==> src/rtl/multi_rate_divider.sv <==
// Multi-channel clock-enable tick and 50%-duty square-wave generator with runtime-programmable divisors.
// Latency: every output is registered; a divisor write shows on pending one edge later and takes effect at the next wrap.
// Backpressure: none; writes are always accepted or rejected with a cfg_err pulse, and counting stalls only while en is low.
module multi_rate_divider #(
  parameter int NUM_CH = 3,
  parameter int CNT_W  = 27,
  parameter logic [NUM_CH*CNT_W-1:0] INIT_DIVS = {27'd100000, 27'd50000000, 27'd100000000}
) (
  input  logic              clk,
  input  logic              reset,
  input  logic              en,
  input  logic              sync,
  input  logic              cfg_we,
  input  logic [2:0]        cfg_ch,
  input  logic [CNT_W-1:0]  cfg_div,
  output logic [NUM_CH-1:0] tick,
  output logic [NUM_CH-1:0] sq,
  output logic [NUM_CH-1:0] pending,
  output logic              cfg_err
);

  // A write is legal only for an existing channel and a non-zero divisor.
  logic cfg_ok;
  logic err_q;

  assign cfg_ok  = (int'(cfg_ch) < NUM_CH) && (cfg_div != '0);
  assign cfg_err = err_q;

  // Reject pulse: registered so the error shows in the cycle after the bad write.
  always_ff @(posedge clk or negedge reset) begin
    if (!reset) begin
      err_q <= 1'b0;
    end else begin
      err_q <= cfg_we && !cfg_ok;
    end
  end

  for (genvar c = 0; c < NUM_CH; c++) begin : g_ch
    logic [CNT_W-1:0] cnt_q, cnt_d;
    logic [CNT_W-1:0] div_q, div_d;
    logic [CNT_W-1:0] shd_q, shd_d;
    logic             pend_q, pend_d;
    logic             tick_q, tick_d;
    logic             sq_q, sq_d;
    logic             wr;
    logic             wrap;
    logic [CNT_W-1:0] cnt_nxt;
    logic [CNT_W:0]   half;

    assign wr      = cfg_we && cfg_ok && (int'(cfg_ch) == c);
    assign wrap    = (cnt_q == div_q - CNT_W'(1));
    assign cnt_nxt = wrap ? '0 : cnt_q + CNT_W'(1);
    // ceil(D/2), one bit wider so D at full scale cannot overflow.
    assign half    = ({1'b0, div_q} + (CNT_W+1)'(1)) >> 1;

    // Next-state: sync beats en; shadow swaps in only at a period boundary,
    // and a write on that same edge lands in the shadow for the following one.
    always_comb begin
      cnt_d  = cnt_q;
      div_d  = div_q;
      shd_d  = shd_q;
      pend_d = pend_q;
      tick_d = 1'b0;
      sq_d   = sq_q;
      if (sync) begin
        cnt_d  = '0;
        tick_d = 1'b1;
        sq_d   = 1'b1;
        if (pend_q) begin
          div_d  = shd_q;
          pend_d = 1'b0;
        end
      end else if (en) begin
        cnt_d  = cnt_nxt;
        tick_d = (cnt_nxt == '0);
        sq_d   = ({1'b0, cnt_nxt} < half);
        if (wrap && pend_q) begin
          div_d  = shd_q;
          pend_d = 1'b0;
        end
      end
      if (wr) begin
        shd_d  = cfg_div;
        pend_d = 1'b1;
      end
    end

    // Channel state registers; reset restores the power-on divisor.
    always_ff @(posedge clk or negedge reset) begin
      if (!reset) begin
        cnt_q  <= '0;
        div_q  <= INIT_DIVS[c*CNT_W +: CNT_W];
        shd_q  <= INIT_DIVS[c*CNT_W +: CNT_W];
        pend_q <= 1'b0;
        tick_q <= 1'b0;
        sq_q   <= 1'b0;
      end else begin
        cnt_q  <= cnt_d;
        div_q  <= div_d;
        shd_q  <= shd_d;
        pend_q <= pend_d;
        tick_q <= tick_d;
        sq_q   <= sq_d;
      end
    end

    assign tick[c]    = tick_q;
    assign sq[c]      = sq_q;
    assign pending[c] = pend_q;
  end

endmodule

==> config.mk <==
export PLATFORM = sky130hd
export DESIGN_NAME = multi_rate_divider
export DESIGN_NICKNAME = d
export VERILOG_FILES = /design/src/rtl/multi_rate_divider.sv
export SDC_FILE = /design/constraint.sdc
export NUM_CORES = 1
export LEC_CHECK = 0
export ABC_AREA = 1
export CAP_MARGIN = 40
export CORE_MARGIN = 2
export CORE_UTILIZATION = 32
export CTS_CLUSTER_DIAMETER = 150
export DETAILED_ROUTE_END_ITERATION = 7
export PLACE_DENSITY = 0.55
export RECOVER_POWER = 50
export SLEW_MARGIN = 10
export SYNTH_ARGS = -nofsm -noshare
export SYNTH_HDL_FRONTEND = slang
export SYNTH_SLANG_ARGS = --single-unit
==> constraint.sdc <==
create_clock -name clk -period 5.5 [get_ports clk]
set_input_delay 1.1 -clock clk [delete_from_list [all_inputs] [get_ports clk]]
set_output_delay 1.1 -clock clk [all_outputs]
set_load 0.02 [all_outputs]
# ---- Word level (Yosys, flattened, before mapping)
# Cells that the tools add are included.
dict set report totals {
  reg_bits 253
  in_bits 35
  out_inout_bits 10
  word_cells 116
}
dict set report op_classes {
  addsub 9
  n_lt_le_gt_ge 4
  n_eq_ne 8
  n_mux 45
  n_reduce_logical 31
}
# cell n
set ops {}
lappend ops {{$mux 27} 21}
lappend ops {{$add 27x1->28 const B} 3}
lappend ops {{$add 27x1->27 const B} 3}
lappend ops {{$eq 27x27->1} 3}
lappend ops {{$logic_not 27->1} 3}
lappend ops {{$lt 27x27->1} 3}
lappend ops {{$sub 27x1->27 const B} 3}
lappend ops {{$reduce_bool 27->1} 1}
lappend ops {{$mux 1} 24}
lappend ops {{$reduce_bool 3->1} 6}
lappend ops {{$logic_and 1x1->1} 9}
lappend ops {{$reduce_and 3->1} 3}
lappend ops {{$reduce_bool 2->1} 4}
lappend ops {{$ne 2x1->1 const B} 3}
lappend ops {{$reduce_and 2->1} 3}
lappend ops {{$eq 3x2->1 const B} 1}
lappend ops {{$eq 3x3->1 const B} 1}
lappend ops {{$logic_not 3->1} 1}
lappend ops {{$lt 3x2->1 const B} 1}
lappend ops {{$logic_not 1->1} 1}

# ---- Logic depth before layout (Yosys ltp)
# Gate-level depths: netlist of run 1.
dict set report depth {
  depth_word 7
  ltp_mapped 28
  depth_no_buf 27
}

# ---- Least setup slack after synthesis of run 1
# Ideal clock, no wire load.
dict set report synth_timing {
  path_kind {register -> register}
  startpoint {register g_ch[0].div_q[0]}
  endpoint {register g_ch[0].sq_q}
  setup_ns 0.066
  arrival_time_ns 3.202
  required_ns 5.434
  slack_ns 2.232
  stages_incl_launch_ff 28
  n_path_buf 2
  period_less_slack_ns 3.268
  cell_sequence {dfrtp_1 inv_1 ha_1 nand2_2 nor2_2 buf_4 nand2_1 nand2_1 nand2_1 nor2_1 nand2_1 nor2_1 nand2_1 nor2_1 nand2_2 buf_4 nand2_1 inv_1 ha_1 a21oi_1 o21ai_0 nand3_1 nand2_1 nand2_1 a21oi_1 a2111oi_0 nand2_1 nand2_1}
}
dict set report synth_via {
  elab_chain_cells 6
  elab_cells_between_ends 7
  classes_between {2 x add/sub; 1 x order compare; 1 x eq/ne; 3 x mux}
}
# item line_no
set synth_rtl {}
lappend synth_rtl {{start, declared} 40} ;# logic [CNT_W-1:0] div_q, div_d;
lappend synth_rtl {{start signal, assigned} 92} ;# div_q <= INIT_DIVS[c*CNT_W +: CNT_W];
lappend synth_rtl {{start signal, assigned} 99} ;# div_q <= div_d;
lappend synth_rtl {{$sub 27x1->27} 51} ;# assign wrap = (cnt_q == div_q - CNT_W'(1));
lappend synth_rtl {{$eq 27x27->1} 51}
lappend synth_rtl {{$mux 27} 52} ;# assign cnt_nxt = wrap ? '0 : cnt_q + CNT_W'(1);
lappend synth_rtl {{$lt 27x27->1 *} 76} ;# sq_d = ({1'b0, cnt_nxt} < half);
lappend synth_rtl {{$mux 1 *} 73} ;# end else if (en) begin
lappend synth_rtl {{$mux 1 *} 65} ;# if (sync) begin
lappend synth_rtl {{end signal, assigned} 103} ;# sq_q <= sq_d;
lappend synth_rtl {{end, declared} 44} ;# logic sq_q, sq_d;
# Mark *: on every way between the ends. The rest lies on a longest branch, timed or not. The select of a mux whose other input is x is not followed.
# A chain may end at the register's enable or synchronous reset.

# ---- Worst setup path after layout of run 1
# Same ends and word-level chain as after synthesis.

==> results_tabular.tex, run 1 <==
\begin{tabular}{lr}
\hline
Metric & Value \\
\hline
\multicolumn{2}{l}{\textbf{Synthesis}} \\
Gate Count Post-Synth & $\sim$2800 \\
Yosys cell types & roughly 50 \\
Post-synth EDFFs & 0 \\
Total of flip-flops plus latches after synthesis & roughly 250 \\
Top flip-flop cell by instance count after synthesis & sky130\_fd\_sc\_hd\_\_dfrtp\_1 \\
Async S/R FF share, synth & between 90\% and 100\% \\
Mapped Avg Cell Area & a little under 7 um\^{}2 \\
Syn. warnings & 0 \\
Sequential share of the synthesized area & 32.8\% \\
Post-Synthesis Cell Area & 19500 um\^{}2 \\
Syn Nets & 2951 \\
\multicolumn{2}{l}{\textbf{Clock network}} \\
Max Root-Sink Buffers & 3 \\
Hold Buf Count CTS & 0 \\
Clock-pin slew of the registers on the worst-case setup and hold paths & 60 ps \\
Count of H-tree levels built during CTS & 2 \\
Clock latency on the worst-skew pair & 550 ps \\
Post-cts gate resize count & 0 \\
TritonCTS Buffers & 34 \\
Post-CTS setup repair buffer count & 0 \\
Master cell of the clock root buffer & sky130\_fd\_sc\_hd\_\_clkbuf\_16 \\
TritonCTS clock tree & done \\
Number of sinks driven by the clock tree & about 250 \\
\multicolumn{2}{l}{\textbf{Setup path}} \\
Worst EP arrival & slightly below 5000 ps \\
Reg2Reg Capture Point & g\_ch[0].sq\_q \\
Register-to-register path setup slack & 1060 ps \\
Cell depth of the worst flop-to-flop path & 24 \\
Data required time at the worst endpoint & around 6000 ps \\
Largest fanout of any net on the critical path & 25 \\
Start-to-end type of the worst setup path & reg -> reg \\
Kind of launch point of the worst setup path & flip-flop \\
Kind of end point of the critical path & flip-flop \\
Launch instance of the worst register-to-register path & g\_ch[0].div\_q[0] \\
\multicolumn{2}{l}{\textbf{STA}} \\
Total of endpoints with negative setup slack in the final report & 0 \\
Final max-slew violation count & 77 \\
Setup TNS Final & 0 ps \\
Transition at the pin with the smallest max-transition slack & around 3900 ps \\
Max\_slew headroom & -159\% \\
Min cycle time layout & 4440 ps \\
Endpoints failing hold & 0 \\
Unrepaired setup endpoints after global routing & no \\
Setup skew after layout & 30.7 ps \\
Timing-limited maximum frequency & around 230 MHz \\
Share of the clock period used by the worst path & about four fifths \\
\multicolumn{2}{l}{\textbf{Run status}} \\
Run status & finished, violations left \\
Violated checks & capacitance limit, slew limit \\
\multicolumn{2}{l}{\textbf{Routing}} \\
Total length of routed wires & 62000 um \\
Iteration count of the initial detailed-routing pass & 7 \\
Violation count after the first detailed-routing iteration & 1261 \\
Drt via density & 4.94 \\
WL per Instance & 17.0 um \\
DRC errors left & 0 \\
Total number of vias & 18000 \\
Detail Route Antenna Nets & 0 \\
\multicolumn{2}{l}{\textbf{Placed design}} \\
Area after detailed placement & between 20000 and 25000 um\^{}2 \\
Placed wire-length estimate & 48000 um \\
Global placer's final weighted congestion & 0.900 \\
Input/output buffers & 44 \\
\multicolumn{2}{l}{\textbf{Layout}} \\
Filler cell count & between 6000 and 7000 \\
Fin area & 21800 um\^{}2 \\
Layout Nets & 2956 \\
Fraction of final layout cells with drive strength greater than 1 & 7.80\% \\
Area occupied by multi-input gates & 11100 um\^{}2 \\
Area growth from synthesis to layout & 11.4\% \\
Seq. cell area & 6410 um\^{}2 \\
\multicolumn{2}{l}{\textbf{GRT}} \\
Largest net degree at the start of global routing & $\sim$140 \\
Antenna violations before repair & 1 \\
Final global-route overflow total & 0 \\
Number of global-route vias before repair & 17400 \\
Wire length of the first global-routing pass & between 90000 and 100000 um \\
Overall routing resource usage & around 20\% \\
\multicolumn{2}{l}{\textbf{Worst hold path}} \\
Path category of the worst min-delay check & reg -> reg \\
End point of the worst hold path & g\_ch[1].div\_q[14] \\
Instance count along the most critical hold path & 2 \\
Launch point of the worst hold path & g\_ch[1].shd\_q[14] \\
\multicolumn{2}{l}{\textbf{Floorplanning}} \\
Die Area & 63100 um\^{}2 \\
Starting density of the core & 32.4\% \\
Number of rows created at floorplan & 90 \\
I/O Pins & 45 \\
DIE WIDTH & 251 um \\
Die Height & roughly 250 um \\
CORE AREA & 60400 um\^{}2 \\
\multicolumn{2}{l}{\textbf{Power and ir drop}} \\
Post-route total power & 7300 uW \\
Leakage power total & 0.0108 uW \\
Worst VDD drop & 0.189 mV \\
Total power per unit cell area & 336 nW/um\^{}2 \\
\multicolumn{2}{l}{\textbf{Flow run}} \\
Max-capacitance violation count & 1 \\
\hline
\end{tabular}
[synthesized netlist by cell type, types with 2 or more instances]
cell type | number | share of area [%]
sky130_fd_sc_hd__nor2_2 | 15 | 0.48
sky130_fd_sc_hd__buf_4 | 16 | 0.61
sky130_fd_sc_hd__nor2_1 | 296 | 5.7
sky130_fd_sc_hd__buf_2 | 9 | 0.23
sky130_fd_sc_hd__inv_2 | 2 | 0.038
sky130_fd_sc_hd__nand4_1 | 77 | 2.5
sky130_fd_sc_hd__buf_6 | 14 | 0.81
sky130_fd_sc_hd__nand3b_1 | 20 | 0.77
sky130_fd_sc_hd__o31ai_1 | 2 | 0.077
sky130_fd_sc_hd__dfstp_2 | 60 | 8.1
sky130_fd_sc_hd__clkbuf_1 | 55 | 1.1
sky130_fd_sc_hd__dfrtp_1 | 193 | 25
sky130_fd_sc_hd__mux2_4 | 4 | 0.31
sky130_fd_sc_hd__nand2_1 | 768 | 15
sky130_fd_sc_hd__nor3_1 | 67 | 1.7
sky130_fd_sc_hd__and3_1 | 2 | 0.064
sky130_fd_sc_hd__nor3_2 | 5 | 0.26
sky130_fd_sc_hd__nor3b_1 | 4 | 0.15
sky130_fd_sc_hd__a211oi_1 | 5 | 0.19
sky130_fd_sc_hd__o41ai_1 | 5 | 0.22
sky130_fd_sc_hd__nand2_2 | 14 | 0.45
sky130_fd_sc_hd__ha_1 | 87 | 5.6
sky130_fd_sc_hd__o21ai_1 | 30 | 0.77
sky130_fd_sc_hd__o221a_2 | 3 | 0.17
sky130_fd_sc_hd__inv_1 | 404 | 7.8
sky130_fd_sc_hd__xnor3_1 | 3 | 0.35
sky130_fd_sc_hd__o21ai_2 | 24 | 1.1
sky130_fd_sc_hd__a21oi_1 | 72 | 1.8
sky130_fd_sc_hd__xor2_1 | 143 | 6.4
sky130_fd_sc_hd__nor4_1 | 19 | 0.61
sky130_fd_sc_hd__or4_1 | 2 | 0.077
sky130_fd_sc_hd__o22ai_1 | 59 | 1.9
sky130_fd_sc_hd__a21boi_4 | 2 | 0.19
sky130_fd_sc_hd__nor2_4 | 9 | 0.52
sky130_fd_sc_hd__o32ai_1 | 8 | 0.36
sky130_fd_sc_hd__o21ai_0 | 126 | 3.2
sky130_fd_sc_hd__xnor2_1 | 30 | 1.3
sky130_fd_sc_hd__nor4_2 | 2 | 0.13
sky130_fd_sc_hd__o21bai_1 | 3 | 0.12
sky130_fd_sc_hd__nand3_1 | 159 | 4.1
[routing by layer]
metal | vias to the layer above | wire, um | GRT usage (%)
li1 | 9133 | - | -
met1 | 8332 | 30200 | 28.8
met2 | 436 | 26800 | 30.3
met3 | 96 | 3190 | 2.39
met4 | 0 | 1830 | 6.41
met5 | - | 0 | 0
[cell families (layout without fill, tap and decap cells)]
logic type / Yosys count / count (layout) / share of synthesized area (%)
simple gates: 1462 / 1462 / 32.3
buf+inv: 503 / 533 / 10.6
compound gates: 343 / 343 / 10.3
flops: 253 / 253 / 32.8
xor+xnor: 176 / 176 / 8.10
fa+ha+maj: 87 / 87 / 5.57
mux: 5 / 5 / 0.365
other cells: 0 / 1 / 0
[how the worst max path moves through the flow]
stage | slack [ps] | startpoint | end | cells after the start
final | 1060 | g_ch[0].div_q[0] | g_ch[0].sq_q | 24
after global routing | 460 | reset | g_ch[2].tick_q | 1
after CTS | 1070 | g_ch[0].div_q[0] | g_ch[0].sq_q | 24
after detailed placement | 1070 | g_ch[0].div_q[0] | g_ch[0].sq_q | 24
after global placement | 1090 | g_ch[1].div_q[0] | g_ch[1].sq_q | 23
after floorplan | 2230 | g_ch[0].div_q[0] | g_ch[0].sq_q | 27
[area by class of cell]
class	instances	area share (%)
Timing Repair Buffer	65	2.97
Sequential cell	253	29.4
Multi-Input combinational cell	2073	50.9
Clock buffer	43	4.35
Antenna cell	1	0.0115
Clock inverter	18	0.856
Inverter	407	7.02
Tap cell	782	4.49
[power breakdown]
group,internal [uW],switching [uW]
sequential,2270,486
clock,1330,955
combinational,824,1440
[worst max-delay path, stage by stage, from the launching register on]
cell,delay [ps]
sky130_fd_sc_hd__dfrtp_1,420
sky130_fd_sc_hd__inv_1,180
sky130_fd_sc_hd__ha_1,360
sky130_fd_sc_hd__nand2_2,140
sky130_fd_sc_hd__nor2_2,400
sky130_fd_sc_hd__nand2_1,180
sky130_fd_sc_hd__o21ai_0,140
sky130_fd_sc_hd__nand2_1,80
sky130_fd_sc_hd__nor2_1,90
sky130_fd_sc_hd__nand2_1,50
sky130_fd_sc_hd__nor2_1,80
sky130_fd_sc_hd__nand2_1,60
sky130_fd_sc_hd__nor2_1,110
sky130_fd_sc_hd__nand2_2,350
sky130_fd_sc_hd__inv_1,380
sky130_fd_sc_hd__nor2_1,110
sky130_fd_sc_hd__ha_1,320
sky130_fd_sc_hd__a21oi_1,130
sky130_fd_sc_hd__nor2_1,50
sky130_fd_sc_hd__a211oi_1,210
sky130_fd_sc_hd__o221a_2,220
sky130_fd_sc_hd__nand2_1,80
sky130_fd_sc_hd__nand2_1,90
sky130_fd_sc_hd__nand2_1,60
sky130_fd_sc_hd__nand2_1,70
[registers in the layout, indices dropped and copies added (netlist names)]
| name | flops |
|---|---|
| g_ch.cnt_q | 81 |
| cfg_err | 1 |
| g_ch.sq_q | 3 |
| g_ch.div_q | 81 |
| g_ch.tick_q | 3 |
| g_ch.shd_q | 81 |
| g_ch.pend_q | 3 |
[metrics by stage]
step / utilization [%] / hold slack, ps / setup slack, ps / cells
2_1_floorplan: - / 446 / 2230 / 2829
3_3_place_gp: 34.1 / 467 / 1090 / 3578
3_5_place_dp: 34.2 / 467 / 1070 / 3580
4_1_cts: 36.1 / 470 / 1070 / 3641
5_1_grt: 36.1 / 483 / 459 / 3641
6_report: 36.1 / 466 / 1060 / 3642
[layout by cell type (no fill, tap or decap), types with 4 or more instances in the layout]
master and count:
sky130_fd_sc_hd__nor4_1 19, sky130_fd_sc_hd__o22ai_1 59, sky130_fd_sc_hd__nand2_1 766, sky130_fd_sc_hd__xnor2_1 30, sky130_fd_sc_hd__nand4_1 77, sky130_fd_sc_hd__o32ai_1 8
sky130_fd_sc_hd__o41ai_1 5, sky130_fd_sc_hd__dfrtp_1 193, sky130_fd_sc_hd__o21ai_0 126, sky130_fd_sc_hd__nor2_4 9, sky130_fd_sc_hd__dfstp_2 60, sky130_fd_sc_hd__nand3b_1 20
sky130_fd_sc_hd__nor2_1 296, sky130_fd_sc_hd__dlygate4sd3_1 5, sky130_fd_sc_hd__xor2_1 143, sky130_fd_sc_hd__nor3_1 67, sky130_fd_sc_hd__clkdlybuf4s50_1 38, sky130_fd_sc_hd__ha_1 87
sky130_fd_sc_hd__a21oi_1 72, sky130_fd_sc_hd__a211oi_1 5, sky130_fd_sc_hd__clkinvlp_4 7, sky130_fd_sc_hd__clkbuf_16 35, sky130_fd_sc_hd__buf_4 17, sky130_fd_sc_hd__clkbuf_1 4
sky130_fd_sc_hd__mux2_4 4, sky130_fd_sc_hd__nor3_2 5, sky130_fd_sc_hd__nand2_2 16, sky130_fd_sc_hd__clkbuf_8 4, sky130_fd_sc_hd__o21ai_1 30, sky130_fd_sc_hd__nor3b_1 4
sky130_fd_sc_hd__nor2_2 15, sky130_fd_sc_hd__nand3_1 159, sky130_fd_sc_hd__inv_1 404, sky130_fd_sc_hd__o21ai_2 24
No activity file was read; power rests on OpenSTA's default activity.
==> run 2, diff against run 1 <==
Clock period 5.5 ns to 4.3 ns, I/O delays scaled along.
==> results_tabular.tex, run 2 (synthesis gave the netlist of run 1 again) <==
\begin{tabular}{lr}
\hline
Metric & Value \\
\hline
\multicolumn{2}{l}{\textbf{Layout}} \\
Area occupied by multi-input gates & 11100 um\^{}2 (+0.19\%) \\
Fraction of final layout cells with drive strength greater than 1 & 8.38\% (+0.58 points) \\
Fin area & 22000 um\^{}2 (+1.1\%) \\
Count of placed standard cells in the final layout, fillers left out & 3657 (+0.41\%) \\
Number of antenna repair diodes & 0 (-1) \\
Seq. cell area & 6410 um\^{}2 (unchanged) \\
Most common cell after layout, fill and taps aside & sky130\_fd\_sc\_hd\_\_nand2\_1 \\
Commonest cells after routing, fill and taps aside & sky130\_fd\_sc\_hd\_\_nand2\_1, sky130\_fd\_sc\_hd\_\_inv\_1, sky130\_fd\_sc\_hd\_\_nor2\_1 \\
Largest registers ranked by flip-flop count & g\_ch.cnt\_q: 81 flops, g\_ch.div\_q: 81 flops, g\_ch.shd\_q: 81 flops \\
Layout Nets & 2971 (+0.51\%) \\
Area growth from synthesis to layout & 12.6\% \\
Filler cell count & 6510 (-0.49\%) \\
\multicolumn{2}{l}{\textbf{Clock network}} \\
TritonCTS clock tree & done \\
Max Root-Sink Buffers & 3 (unchanged) \\
Post-CTS setup repair buffer count & 0 (unchanged) \\
Count of H-tree levels built during CTS & 2 (unchanged) \\
Clock latency on the worst-skew pair & 560 ps (about the same) \\
Number of sinks driven by the clock tree & 253 (unchanged) \\
TritonCTS Buffers & 34 (unchanged) \\
Clock-pin slew of the registers on the worst-case setup and hold paths & 60 ps (about the same) \\
Master cell of the clock root buffer & sky130\_fd\_sc\_hd\_\_clkbuf\_16 \\
\multicolumn{2}{l}{\textbf{Power and ir drop}} \\
Internal power of the cells & 5950 uW (+34\%) \\
Leakage power total & 0.0109 uW (+1.3\%) \\
Sequential power share & 36.7\% (-1.1 points) \\
Worst VDD drop & 0.207 mV (+9.6\%) \\
Total power per unit cell area & 435 nW/um\^{}2 (+29\%) \\
Proportion of power drawn by the clock network & 33.0\% (+1.7 points) \\
Net Switching & 3610 uW (+26\%) \\
Post-route total power & 9560 uW (+31\%) \\
Combinational fraction of design power & 30.3\% (-0.6 points) \\
Switch share & 37.8\% (-1.6 points) \\
\multicolumn{2}{l}{\textbf{Floorplanning}} \\
DIE WIDTH & 251 um (unchanged) \\
Die Area & 63100 um\^{}2 (unchanged) \\
Die Height & 251 um (unchanged) \\
CORE AREA & 60400 um\^{}2 (unchanged) \\
Number of rows created at floorplan & 90 (unchanged) \\
I/O Pins & 45 (unchanged) \\
Starting density of the core & 32.4\% (unchanged) \\
\multicolumn{2}{l}{\textbf{Routing}} \\
Total length of routed wires & 61800 um (-0.33\%) \\
Detail Route Antenna Nets & 0 (unchanged) \\
Iteration count of the initial detailed-routing pass & 5 (-2) \\
Total number of vias & 17900 (-0.31\%) \\
WL per Instance & 16.9 um (-0.74\%) \\
Violation count after the first detailed-routing iteration & 1267 (+0.48\%) \\
DRC errors left & 0 (unchanged) \\
Drt via density & 4.91 (-0.72\%) \\
\multicolumn{2}{l}{\textbf{Setup path}} \\
Data required time at the worst endpoint & 4780 ps (-1190 ps) \\
Largest fanout of any net on the critical path & 26 (+4.0\%) \\
Worst EP arrival & 4400 ps (-510 ps) \\
Start-to-end type of the worst setup path & reg -> reg \\
Reg2Reg Capture Point & g\_ch[2].sq\_q \\
Register-to-register path setup slack & 380 ps (-680 ps) \\
Cell depth of the worst flop-to-flop path & 21 (-13\%) \\
Kind of end point of the critical path & flip-flop \\
Launch instance of the worst register-to-register path & g\_ch[2].div\_q[0] \\
Kind of launch point of the worst setup path & flip-flop \\
\multicolumn{2}{l}{\textbf{Placed design}} \\
Placed wire-length estimate & 48100 um (+0.16\%) \\
Global placer's final weighted congestion & 0.908 (+0.90\%) \\
Area after detailed placement & 20800 um\^{}2 (+0.67\%) \\
Number of cells in the design after placement & 3595 (+0.42\%) \\
Input/output buffers & 44 (unchanged) \\
\multicolumn{2}{l}{\textbf{STA}} \\
Max\_slew headroom & -43.8\% (+120 points) \\
Total of endpoints with negative setup slack in the final report & 0 (unchanged) \\
Setup skew after layout & 21.0 ps (-9.68 ps) \\
Transition at the pin with the smallest max-transition slack & 2160 ps (-1730 ps) \\
Endpoints failing hold & 0 (unchanged) \\
Setup TNS Final & 0 ps (unchanged) \\
Final max-slew violation count & 74 (-3.9\%) \\
Min cycle time layout & 3920 ps (-524 ps) \\
Share of the clock period used by the worst path & 91.2\% (+10 points) \\
Timing-limited maximum frequency & 255 MHz (+13\%) \\
Unrepaired setup endpoints after global routing & no \\
\multicolumn{2}{l}{\textbf{Run status}} \\
Violated checks & capacitance limit, slew limit \\
Run status & finished, violations left \\
\multicolumn{2}{l}{\textbf{Worst hold path}} \\
End point of the worst hold path & g\_ch[1].div\_q[7] \\
Launch point of the worst hold path & g\_ch[1].shd\_q[7] \\
Instance count along the most critical hold path & 2 (unchanged) \\
Path category of the worst min-delay check & reg -> reg \\
\multicolumn{2}{l}{\textbf{Flow run}} \\
Max-capacitance violation count & 1 (unchanged) \\
\multicolumn{2}{l}{\textbf{GRT}} \\
Antenna violations before repair & 1 (unchanged) \\
Number of global-route vias before repair & 17300 (-0.39\%) \\
Wire length of the first global-routing pass & 98200 um (-0.14\%) \\
Overall routing resource usage & 19.8\% (+0.036 points) \\
Final global-route overflow total & 0 (unchanged) \\
Largest net degree at the start of global routing & 93 (-33\%) \\
\hline
\end{tabular}
run 2: cell count changes in the layout (fill, tap and decap cells not counted), moves of 3 or more:
cell and change:
sky130_fd_sc_hd__bufinv_16 +3, sky130_fd_sc_hd__clkinvlp_4 -4, sky130_fd_sc_hd__buf_4 +10, sky130_fd_sc_hd__clkbuf_1 +3, sky130_fd_sc_hd__clkbuf_2 +3
run 2: routing by layer:
layer | wire, um | GRT usage [%] | vias to the layer above
li1 | - | - | 9153
met1 | 30300 | 28.7 | 8282
met2 | 27100 | 31.1 | 439
met3 | 3000 | 2.42 | 67
met4 | 1350 | 5.03 | 0
met5 | 0 | 0 | -
run 2: stage by stage:
step / setup WS [ps] / hold WS [ps] / utilization (%)
finish: 380 / 479 / 36.5
global route: 9.78 / 496 / 36.5
CTS: 240 / 316 / 36.5
detailed placement: 289 / 470 / 34.4
global placement: 317 / 465 / 34.4
floorplan: 1030 / 446 / -
run 2: worst max-delay path by stage:
stage | start | end | depth (start not counted)
6_report | g_ch[2].div_q[0] | g_ch[2].sq_q | 21
5_1_grt | g_ch[2].div_q[0] | g_ch[2].sq_q | 23
4_1_cts | g_ch[2].div_q[0] | g_ch[2].sq_q | 24
3_5_place_dp | g_ch[2].div_q[0] | g_ch[2].sq_q | 24
3_3_place_gp | g_ch[2].div_q[0] | g_ch[2].sq_q | 23
2_1_floorplan | g_ch[0].div_q[0] | g_ch[0].sq_q | 27
run 2: layout make-up:
| cell class | count | area share (%) |
|---|---|---|
| Multi-Input combinational cell | 2073 | 50.4 |
| Sequential cell | 253 | 29.1 |
| Inverter | 407 | 6.94 |
| Clock buffer | 48 | 4.67 |
| Tap cell | 782 | 4.45 |
| Timing Repair Buffer | 80 | 3.41 |
| Clock inverter | 14 | 0.972 |
run 2: power groups by stage:
stage | sequential [uW] | clock, uW | combinational, uW
finish | 3510 | 3150 | 2900
CTS | 3510 | 3210 | 2900
floorplan | 3250 | 0 | 2330
global placement | 3540 | 0 | 2870
detailed placement | 3540 | 0 | 2890
global route | 3590 | 3320 | 3330
run 2: worst max-delay path, cell delays in order, from the launching register on:
cell,delay [ps]
sky130_fd_sc_hd__dfrtp_1,440
sky130_fd_sc_hd__inv_1,120
sky130_fd_sc_hd__ha_2,280
sky130_fd_sc_hd__nand2_2,120
sky130_fd_sc_hd__nor2_4,290
sky130_fd_sc_hd__nand2_1,160
sky130_fd_sc_hd__o21ai_1,210
sky130_fd_sc_hd__nand2_1,90
sky130_fd_sc_hd__a21oi_1,140
sky130_fd_sc_hd__nand2_1,90
sky130_fd_sc_hd__nor2_1,190
sky130_fd_sc_hd__nand2_4,230
sky130_fd_sc_hd__inv_2,140
sky130_fd_sc_hd__nor2_1,50
sky130_fd_sc_hd__ha_1,300
sky130_fd_sc_hd__a21oi_1,140
sky130_fd_sc_hd__nor2_1,50
sky130_fd_sc_hd__a211oi_1,240
sky130_fd_sc_hd__o221ai_1,160
sky130_fd_sc_hd__a211oi_1,250
sky130_fd_sc_hd__nand2_1,90
sky130_fd_sc_hd__nand2_1,60
run 2: what timing repair did:
action                                  4_1_cts  5_1_grt
hold buffers                                  0        0
gates resized for setup                       0        5
endpoints found under the setup margin        0        2
